## src/rtl/instr_pkg.sv

```systemverilog
// Instruction word carried alongside a vector op; the dispatcher forwards it to
// the PE interface without interpreting any field.
package instr_pkg;

    typedef struct packed {
        logic [3:0] opcode;
        logic [3:0] dst;
        logic [7:0] imm;
    } instruction_t;

endpackage

```

## src/rtl/nmcu_pkg.sv

```systemverilog
// Shared widths and the dispatch sequencer state encoding for the near-memory compute unit.
package nmcu_pkg;

    localparam int DATA_WIDTH = 16;
    localparam int ADDR_WIDTH = 8;
    localparam int LEN_WIDTH  = 4;
    localparam int ACC_WIDTH  = 32;

    typedef enum logic [2:0] {
        IDLE,
        REQ_A,
        WAIT_A,
        REQ_B,
        WAIT_B,
        ISSUE,
        WAIT_DONE,
        FINISH
    } dispatch_state_e;

endpackage

```

## src/rtl/pe_dispatch_seq.sv

```systemverilog
// Vector-op sequencer: fetches A[i]/B[i] pairs from memory, hands each pair to the
// PE interface, and reduces the signed PE results into a single sum.
module pe_dispatch_seq
    import instr_pkg::*;
#(
    parameter int DATA_WIDTH = nmcu_pkg::DATA_WIDTH,
    parameter int ADDR_WIDTH = nmcu_pkg::ADDR_WIDTH,
    parameter int LEN_WIDTH  = nmcu_pkg::LEN_WIDTH,
    parameter int ACC_WIDTH  = nmcu_pkg::ACC_WIDTH
) (
    input  logic                  clk,
    input  logic                  rst_n,
    input  logic                  cmd_valid_i,
    output logic                  cmd_ready_o,
    input  instruction_t          cmd_instr_i,
    input  logic [ADDR_WIDTH-1:0] cmd_addr_a_i,
    input  logic [ADDR_WIDTH-1:0] cmd_addr_b_i,
    input  logic [LEN_WIDTH-1:0]  cmd_len_i,
    output logic                  mem_req_valid_o,
    input  logic                  mem_req_ready_i,
    output logic [ADDR_WIDTH-1:0] mem_req_addr_o,
    input  logic                  mem_rsp_valid_i,
    input  logic [DATA_WIDTH-1:0] mem_rsp_data_i,
    output logic                  pe_cmd_valid_o,
    input  logic                  pe_cmd_ready_i,
    output instruction_t          pe_cmd_o,
    output logic [DATA_WIDTH-1:0] pe_operand_a_o,
    output logic [DATA_WIDTH-1:0] pe_operand_b_o,
    input  logic                  pe_done_i,
    input  logic [DATA_WIDTH-1:0] pe_result_i,
    output logic                  busy_o,
    output logic                  done_o,
    output logic [ACC_WIDTH-1:0]  acc_result_o
);
    import nmcu_pkg::*;

    dispatch_state_e       state_q, state_d;
    instruction_t          instr_q, instr_d;
    logic [ADDR_WIDTH-1:0] addr_a_q, addr_a_d;
    logic [ADDR_WIDTH-1:0] addr_b_q, addr_b_d;
    logic [LEN_WIDTH-1:0]  len_q, len_d;
    logic [LEN_WIDTH-1:0]  idx_q, idx_d;
    logic [DATA_WIDTH-1:0] opa_q, opa_d;
    logic [DATA_WIDTH-1:0] opb_q, opb_d;
    logic [ACC_WIDTH-1:0]  acc_q, acc_d;
    logic [ACC_WIDTH-1:0]  res_q, res_d;

    logic [ACC_WIDTH-1:0]  result_ext;
    logic [ACC_WIDTH-1:0]  acc_sum;
    logic                  last_elem;

    assign result_ext = ACC_WIDTH'($signed(pe_result_i));
    assign acc_sum    = acc_q + result_ext;
    // idx only ever reaches len-1, so a full-scale len never wraps idx
    assign last_elem  = (idx_q == len_q - LEN_WIDTH'(1));

    always_comb begin
        state_d         = state_q;
        instr_d         = instr_q;
        addr_a_d        = addr_a_q;
        addr_b_d        = addr_b_q;
        len_d           = len_q;
        idx_d           = idx_q;
        opa_d           = opa_q;
        opb_d           = opb_q;
        acc_d           = acc_q;
        res_d           = res_q;
        mem_req_valid_o = 1'b0;
        mem_req_addr_o  = '0;
        pe_cmd_valid_o  = 1'b0;

        case (state_q)
            IDLE: begin
                if (cmd_valid_i) begin
                    instr_d  = cmd_instr_i;
                    addr_a_d = cmd_addr_a_i;
                    addr_b_d = cmd_addr_b_i;
                    len_d    = cmd_len_i;
                    idx_d    = '0;
                    acc_d    = '0;
                    res_d    = '0;
                    state_d  = (cmd_len_i == '0) ? FINISH : REQ_A;
                end
            end
            REQ_A: begin
                mem_req_valid_o = 1'b1;
                mem_req_addr_o  = addr_a_q + ADDR_WIDTH'(idx_q);
                if (mem_req_ready_i) state_d = WAIT_A;
            end
            WAIT_A: begin
                if (mem_rsp_valid_i) begin
                    opa_d   = mem_rsp_data_i;
                    state_d = REQ_B;
                end
            end
            REQ_B: begin
                mem_req_valid_o = 1'b1;
                mem_req_addr_o  = addr_b_q + ADDR_WIDTH'(idx_q);
                if (mem_req_ready_i) state_d = WAIT_B;
            end
            WAIT_B: begin
                if (mem_rsp_valid_i) begin
                    opb_d   = mem_rsp_data_i;
                    state_d = ISSUE;
                end
            end
            ISSUE: begin
                pe_cmd_valid_o = 1'b1;
                if (pe_cmd_ready_i) state_d = WAIT_DONE;
            end
            WAIT_DONE: begin
                if (pe_done_i) begin
                    acc_d = acc_sum;
                    if (last_elem) begin
                        res_d   = acc_sum;
                        state_d = FINISH;
                    end else begin
                        idx_d   = idx_q + LEN_WIDTH'(1);
                        state_d = REQ_A;
                    end
                end
            end
            FINISH:  state_d = IDLE;
            default: state_d = IDLE;
        endcase
    end

    always_ff @(posedge clk) begin
        if (!rst_n) begin
            state_q  <= IDLE;
            instr_q  <= '0;
            addr_a_q <= '0;
            addr_b_q <= '0;
            len_q    <= '0;
            idx_q    <= '0;
            opa_q    <= '0;
            opb_q    <= '0;
            acc_q    <= '0;
            res_q    <= '0;
        end else begin
            state_q  <= state_d;
            instr_q  <= instr_d;
            addr_a_q <= addr_a_d;
            addr_b_q <= addr_b_d;
            len_q    <= len_d;
            idx_q    <= idx_d;
            opa_q    <= opa_d;
            opb_q    <= opb_d;
            acc_q    <= acc_d;
            res_q    <= res_d;
        end
    end

    assign cmd_ready_o    = (state_q == IDLE);
    assign busy_o         = (state_q != IDLE);
    assign done_o         = (state_q == FINISH);
    assign pe_cmd_o       = instr_q;
    assign pe_operand_a_o = opa_q;
    assign pe_operand_b_o = opb_q;
    assign acc_result_o   = res_q;

endmodule
```

## config.mk

```make
export PLATFORM = sky130hd
export DESIGN_NAME = pe_dispatch_seq
export DESIGN_NICKNAME = d
export VERILOG_FILES = /design/src/rtl/instr_pkg.sv /design/src/rtl/nmcu_pkg.sv /design/src/rtl/pe_dispatch_seq.sv
export SDC_FILE = /design/constraint.sdc
export NUM_CORES = 1
export LEC_CHECK = 0
export BUFFER_PORTS_ARGS = -buffer_cell sky130_fd_sc_hd__buf_2
export CORE_ASPECT_RATIO = 1.1
export CORE_MARGIN = 5
export CORE_UTILIZATION = 44
export CTS_BUF_LIST = sky130_fd_sc_hd__clkbuf_16
export CTS_CLUSTER_DIAMETER = 150
export DETAILED_ROUTE_END_ITERATION = 7
export GPL_TIMING_DRIVEN = 1
export PLACE_DENSITY = 0.7
export SLEW_MARGIN = 20
export SYNTH_ARGS = -nofsm -noshare
export SYNTH_HDL_FRONTEND = slang
export SYNTH_SLANG_ARGS = --single-unit
```

## constraint.sdc

```tcl
create_clock -name clk -period 3.4 [get_ports clk]
set_clock_uncertainty 0.05 [all_clocks]
set_input_delay 0.68 -clock clk [delete_from_list [all_inputs] [get_ports clk]]
set_output_delay 0.68 -clock clk [all_outputs]
set_load 0.01 [all_outputs]
```

==> results of run 1 <==
## report_power, final
part           total (mW)  leakage (nW)  switching, mW  internal [mW]
clock                1.74         0.266          0.739           1.00
sequential           1.86          1.13         0.0923           1.77
combinational        1.27          2.60          0.797          0.471
## state kept, by name, indices dropped and copies added, names as in the netlist
signal and count:
acc_q 32, acc_result_o 32, addr_a_q 8, addr_b_q 8, idx_q 4, len_q 4
pe_cmd_o 16, pe_operand_a_o 16, pe_operand_b_o 16, state_q 3
## through the flow
stage	hold WS, ns	util	std cells	cell area [sq um]
final	0.394	0.552	1278	9080
after CTS	0.399	0.547	1274	8990
after detailed placement	0.391	0.509	1239	8370
after global placement	0.380	0.509	1239	8370
after floorplan	0.370	-	899	7410
after global routing	0.416	0.552	1278	9080
## worst paths after layout
path | start | to | slack, ns | cells after the start
setup / recovery | state_q[2] | mem_req_addr_o[4] | 0.04 | 13
hold / removal | acc_q[29] | acc_q[29] | 0.39 | 2
setup reg to reg | acc_q[7] | acc_result_o[26] | 0.57 | 9
hold reg to reg | acc_q[29] | acc_q[29] | 0.39 | 2
## synth_stat cells (7+ instances only)
cell,number
sky130_fd_sc_hd__a21boi_0,78
sky130_fd_sc_hd__a21o_1,16
sky130_fd_sc_hd__a21oi_1,43
sky130_fd_sc_hd__a22o_1,22
sky130_fd_sc_hd__and2_1,17
sky130_fd_sc_hd__clkbuf_1,34
sky130_fd_sc_hd__dfxtp_1,139
sky130_fd_sc_hd__ha_1,37
sky130_fd_sc_hd__inv_1,17
sky130_fd_sc_hd__mux2i_1,11
sky130_fd_sc_hd__nand2_1,206
sky130_fd_sc_hd__nand3_1,22
sky130_fd_sc_hd__nand4_1,12
sky130_fd_sc_hd__nor2_1,51
sky130_fd_sc_hd__nor2b_1,15
sky130_fd_sc_hd__nor3_1,9
sky130_fd_sc_hd__o21a_1,7
sky130_fd_sc_hd__o21ai_0,38
sky130_fd_sc_hd__xnor2_1,19
sky130_fd_sc_hd__xor2_1,19
## routing by layer
layer | share of wire | wire [um]
met3 | 0.073 | 1440
met5 | 0 | 0
met1 | 0.45 | 8980
met2 | 0.45 | 8990
met4 | 0.019 | 380
## worst reg2reg max path: stages (launching register included)
cell and delay [ns]:
sky130_fd_sc_hd__dfxtp_1 0.32, sky130_fd_sc_hd__ha_1 0.36, sky130_fd_sc_hd__a21o_1 0.22, sky130_fd_sc_hd__a221o_1 0.35, sky130_fd_sc_hd__a21o_1 0.19, sky130_fd_sc_hd__a311o_1 0.41, sky130_fd_sc_hd__a21o_1 0.24, sky130_fd_sc_hd__a21oi_1 0.21
sky130_fd_sc_hd__xnor2_1 0.14, sky130_fd_sc_hd__a22o_1 0.23
## cell families after synthesis
group                      share of synthesized area
and+or+nand+nor                                0.213
AOI/OAI and AO/OA                              0.233
DFF                                            0.376
buffers and inverters                         0.0450
adders and majority gates                     0.0679
xor gates and xnor gates                      0.0450
muxes                                         0.0210
## timing repair
action	4_1_cts	5_1_grt
setup buffers	3	4
gates resized for setup	12	12
setup endpoints to repair	4	2
pin swaps	3	8
## final cells by class
class                           instances  area, sq um
Clock inverter                         15          125
Fill cell                            1580         7350
Tap cell                              204          255
Inverter                               17         66.3
Sequential cell                       139         2790
Timing Repair Buffer                  193         1030
Clock buffer                           17          425
Multi-Input combinational cell        693         4390
==> run summary, run 1 <==
The flow ran to the end, and the final reports show no timing, DRC or antenna violations. The fraction of synthesis flops using an asynchronous set or reset pin came out at 0. The CTS H-tree depth is 4. The synthesized design spends more area on one cell type than any other, namely sky130_fd_sc_hd__dfxtp_1. The number of max-slew violations in the final report is 0. The signed area change from the synthesized netlist to the final layout is 22.6%. Setup repair after global routing could not meet its margin everywhere. The worst-path maximum fanout came out at 4.

The final sum of negative setup slack came out at 0 ns. For this run, global-route usage on met2 was measured as 0.328. The shortest period the worst path allows came out at 3.36 ns.

The worst setup path is launched from a flop. Summed over all nets, the half-perimeter wirelength after detailed placement is 14300 um. The residual DRC count came out at 0.

The root buffer cell chosen for the clock tree is sky130_fd_sc_hd__clkbuf_16. The effective utilization at floorplan is 0.451. The number of nets handed over by synthesis was 1013. The met3 demand-to-capacity share in global routing is 0.0578. The placer congestion estimate came out at 0.950. VDD sags by at most 0.000388 V.

The clock sink count came out at 139. The power per unit of standard cell area is 536 mW/mm^2. The data arrival time of the critical path came out at 2.63 ns. The netlist area before placement came out at 0.00740 sq mm. The overall power of the completed layout came out at 4.87 mW.

The wire length reported by the detailed router is 19800 um. The max-slew headroom at the worst pin is 0.503. In this run the most used layer during global routing was met2.

The number of antenna repair diodes is 0. The cell type of the slowest stage on the worst timing path is sky130_fd_sc_hd__dfxtp_2. The critical path is of the flop to output port type. STA classifies the critical path endpoint as an output port. The number of buffers created by CTS is 17. The width of the chip is 134 um.

The first global-routing pass estimated 32300 um of wire. The floorplan has 49 rows. The critical path goes through nand2b_4, inv_4, nand2_4, buf_6, mux2_4, ha_4, nor2b_4, o21ai_1, nand2b_1, buf_4, xor2_1, nor2_1, buf_2. Of the available clock period, the critical path in the final layout requires 0.988. The global-route usage over all layers is 0.200.

The share of layout cells above drive strength 1 came out at 0.236. The via total after detailed routing is 6806. TritonCTS built the clock tree. The count of input and output buffers is 167. The placeable core region came out at 0.0164 sq mm. Clock-pin slew was measured on the worst setup and hold paths at 0.06 ns. Ranked by total cell area, the synthesized netlist is headed by sky130_fd_sc_hd__dfxtp_1, sky130_fd_sc_hd__nand2_1, sky130_fd_sc_hd__a21boi_0. The detailed router's first-iteration violation count is 392. The met1 track demand over resource is 0.253. The kind of cell with the highest combined delay on the critical path is simple AND/OR/NAND/NOR gates.

The largest stage delay on the critical path is 0.31 ns. The leakage power came out at 3.99 nW. The sum of overflow across all layers after global routing is 0. The count of hold buffers inserted by post-cts repair is 0. The vertical die dimension came out at 146 um. The hold violation count in the final report was 0. The clock latency reported for the late side of the worst-skew pair came out at 0.42 ns. The largest net degree at the start of global routing is 46.

The count of antenna-violating nets left after detailed routing is 0. After technology mapping, the gate count stands at 899. During synthesis, Yosys emitted a total of 0 warnings.

The number of iterations in the first detailed-routing pass came out at 5. The worst-case setup margin in the final layout came out at 0.0422 ns. The critical path contains buffers and inverters numbering 4 combined.

The measured slew at the worst slew-check pin came out at 0.745 ns. The required time at the worst-slack endpoint came out at 2.67 ns. The timing-limited maximum frequency came out at 298 MHz. The initial antenna violation count is 0. The per-cell routed wire length is 15.5 um.

The distinct cell type count after synthesis is 66. After synthesis, the mean cell area works out to 8.24 sq um. The number of enable flip-flop cells after synthesis is 0. The share of the yosys chip area belonging to registers came out at 0.376. In this run the worst hold path is classified as flop to flop.

The main flop type after synthesis is sky130_fd_sc_hd__dfxtp_1. Of the post-synthesis cell area, the dominant cell type holds 0.376. The final count of negative-setup-slack endpoints is 0.

The maximum buffer depth of the clock tree is 2. The library cells used most frequently in the layout, excluding fill and tap cells, are sky130_fd_sc_hd__nand2_1, sky130_fd_sc_hd__buf_2, sky130_fd_sc_hd__dfxtp_1. The number of global-route vias before repair came to 6559. The floorplan die area came out at 0.0195 sq mm. The final net count came out at 1175. The flip-flop and latch count after synthesis is 139. The routed via count divided by cell count came out at 5.33. The library cell used most frequently in the layout, excluding fill and tap cells, is sky130_fd_sc_hd__nand2_1. The post-placement worst setup slack is 0.185 ns. The max-cap violation count is 0. The number of top-level design ports came out at 168.
Note: power is estimated with default switching activity, not from simulation.
==> run 2: changes to the inputs <==
--- a/config.mk
+++ b/config.mk
@@ -13,7 +13,7 @@
 export CTS_CLUSTER_DIAMETER = 150
 export DETAILED_ROUTE_END_ITERATION = 7
 export GPL_TIMING_DRIVEN = 1
-export PLACE_DENSITY = 0.7
+export PLACE_DENSITY = 0.74
 export SLEW_MARGIN = 20
 export SYNTH_ARGS = -nofsm -noshare
 export SYNTH_HDL_FRONTEND = slang
==> run 2 against run 1 <==
Against the previous run: the run now ends with setup timing left; fmax fell by 3.3%; first-iteration DRC count fell by 14%; sequential share of layout area decreased by 0.080 points; critical path depth did not move; count of clock-buffer cells in the layout unchanged; utilization is 0.14 points higher; final area grew 0.26%; die area unchanged; critical path type unchanged; largest power group is now the clock network.
==> run summary, run 2 (synthesis gave the netlist of run 1 again) <==
Routability-driven placement finished with a final weighted congestion of 0.867. The overall power of the completed layout came out at 5.01 mW. In this run the power density over the cells is 550 mW/mm^2.

The number of iterations in the first detailed-routing pass is 5. The max-slew headroom at the worst pin came out at 0.483. Leaving out fill and tap cells, the most frequent cell in the layout is sky130_fd_sc_hd__nand2_1. The wire length reported by the detailed router is 20000 um.

The instance count along the most critical hold path came out at 2. The routed via count divided by cell count is 5.26. The finished cells cover 0.00910 sq mm. The worst hold path begins at acc_result_o[31].

The register cell area after layout came out at 0.00279 sq mm. The half-perimeter wire length after placement is 14400 um. The worst setup path is of the flop to output port kind. The number of cells in the finished layout apart from fillers came out at 1278.

On the final layout, the worst hold slack is 0.395 ns. 0 antenna diodes ended up in the layout. The final net count came out at 1175. The worst-case setup margin in the final layout is -0.0724 ns.

The total overflow left after global routing is 0. The post-placement worst setup slack came out at 0.130 ns. The worst setup path is captured at an output port.

The number of placement rows is 49. The library cells used most frequently in the layout, excluding fill and tap cells, are sky130_fd_sc_hd__nand2_1, sky130_fd_sc_hd__buf_2, sky130_fd_sc_hd__dfxtp_1. The final core utilization is 0.554. The final sum of negative setup slack came out at -0.109 ns. The placeable core region came out at 0.0164 sq mm.

The final clock period utilization by the worst path is 1.02. The share of layout cells above drive strength 1 is 0.235. The required time at the worst-slack endpoint came out at 2.67 ns. The number of top-level design ports came out at 168.

The final count of negative-setup-slack endpoints came out at 2. The initial antenna violation count came out at 0. Clock tree synthesis found a total of 139 sinks. Once detail routing completed, the nets flagged for antenna violations numbered 0.

The number of buffers created by CTS came out at 17. The hold violation count in the final report is 0. The max-cap violation count is 0.

TritonCTS built the clock tree. The per-cell routed wire length is 15.6 um. The number of global-route vias before repair is 6581.

In this run the critical register-to-register path is captured at acc_result_o[24]. The worst-path maximum fanout is 5. The placement-stage cell area is 0.00836 sq mm. The number of inserted filler cells in the final layout came out at 1575. The shortest period the worst path allows came out at 3.47 ns. CTS placed an instance of sky130_fd_sc_hd__clkbuf_16 at the clock tree root. Counting along the longest clock path gives a buffer depth of 2. The count of hold buffers inserted by post-cts repair came out at 0.

The data arrival time of the critical path came out at 2.74 ns. The combined area of the multi-input logic cells came out at 0.00436 sq mm. The vertical die dimension is 146 um.

The measured slew at the worst slew-check pin is 0.776 ns. The detailed router placed 6718 vias in this run. The clock latency reported for the late side of the worst-skew pair is 0.42 ns. Setup repair after global routing could not meet its margin everywhere. The largest voltage drop on the vdd net is 0.000401 V. The largest net degree at the start of global routing is 45. The worst register-to-register path has a depth of 12. The CTS H-tree depth is 4. The checks that failed: setup timing. The effective utilization at floorplan is 0.451.

The residual DRC count came out at 0. STA classifies the critical path startpoint as a flop. The clock-pin transition on the worst setup and hold timing paths is 0.06 ns. After the first detailed-routing iteration, the DRC count stood at 339.

The setup check on the worst reg-to-reg path leaves a slack of 0.57 ns. The worst hold path terminates at acc_result_o[31]. The width of the chip is 134 um. The global-route usage over all layers came out at 0.204. The post-placement cell count is 1237. Relative to the synthesized area, the layout overhead comes to 22.9%. The number of max-slew violations in the final report came to 0. The leakage power came out at 4.02 nW. The global-route wire length before repair is 32600 um. The kind of path behind the tightest hold check is flop to flop. The flow ran to the end, but the final reports show violations. The floorplan die area came out at 0.0195 sq mm.

In this run the critical register-to-register path is launched from acc_q[0]. The timing-limited maximum frequency came out at 288 MHz. The count of input and output buffers came out at 167.
## run 2: changes by cell type in the layout (fill, tap and decap cells not counted), sizes merged
cell      previous run  this run
bufinv               1         3
inv                 23        22
clkinvlp             4         1
clkinv               4         6
## run 2: worst max path at each step
stage                   start           endpoint  slack (ns)  depth (start not counted)
2_1_floorplan      state_q[2]  mem_req_addr_o[7]        0.04                         13
3_3_place_gp   pe_result_i[7]   acc_result_o[26]        0.19                         10
3_5_place_dp       state_q[2]  mem_req_addr_o[7]        0.13                         13
4_1_cts            state_q[2]  mem_req_addr_o[7]      0.0004                         13
5_1_grt            state_q[2]  mem_req_addr_o[7]       -0.19                         13
6_report           state_q[2]  mem_req_addr_o[7]       -0.07                         13
## run 2: where the power goes
group	switching (mW)	internal (mW)	leakage (nW)	total (mW)
sequential	0.0939	1.77	1.13	1.86
combinational	0.802	0.463	2.60	1.26
clock	0.731	1.15	0.296	1.88
## run 2: layout make-up
type,count,share of cell area
Clock buffer,17,0.0467
Clock inverter,15,0.0191
Inverter,17,0.00729
Multi-Input combinational cell,693,0.480
Sequential cell,139,0.306
Tap cell,204,0.0280
Timing Repair Buffer,193,0.113
## run 2: layer usage
layer  share of wire  up-vias  track usage
li1                -     3440            -
met1            0.45     3084        0.263
met2            0.47      170        0.336
met3           0.062       24       0.0551
met4           0.014        0       0.0581
met5               0        -            0
## run 2: worst max-delay path, stage by stage, from the launching register on
cell and delay, ns:
sky130_fd_sc_hd__dfxtp_2 0.32, sky130_fd_sc_hd__nand2b_4 0.15, sky130_fd_sc_hd__inv_4 0.07, sky130_fd_sc_hd__nand2_4 0.07, sky130_fd_sc_hd__mux2_4 0.33, sky130_fd_sc_hd__ha_4 0.21, sky130_fd_sc_hd__a21o_1 0.17, sky130_fd_sc_hd__a21oi_2 0.18
sky130_fd_sc_hd__nor2b_2 0.08, sky130_fd_sc_hd__o221ai_2 0.24, sky130_fd_sc_hd__a21oi_2 0.08, sky130_fd_sc_hd__xor2_1 0.18, sky130_fd_sc_hd__nor2_1 0.11, sky130_fd_sc_hd__buf_2 0.14
## run 2: repair_timing
| item | CTS | global route |
|---|---|---|
| gates resized for setup | 11 | 9 |
| buffers inserted | 5 | 4 |
| endpoints found under the setup margin | 4 | 4 |
| pin swaps | 3 | 7 |
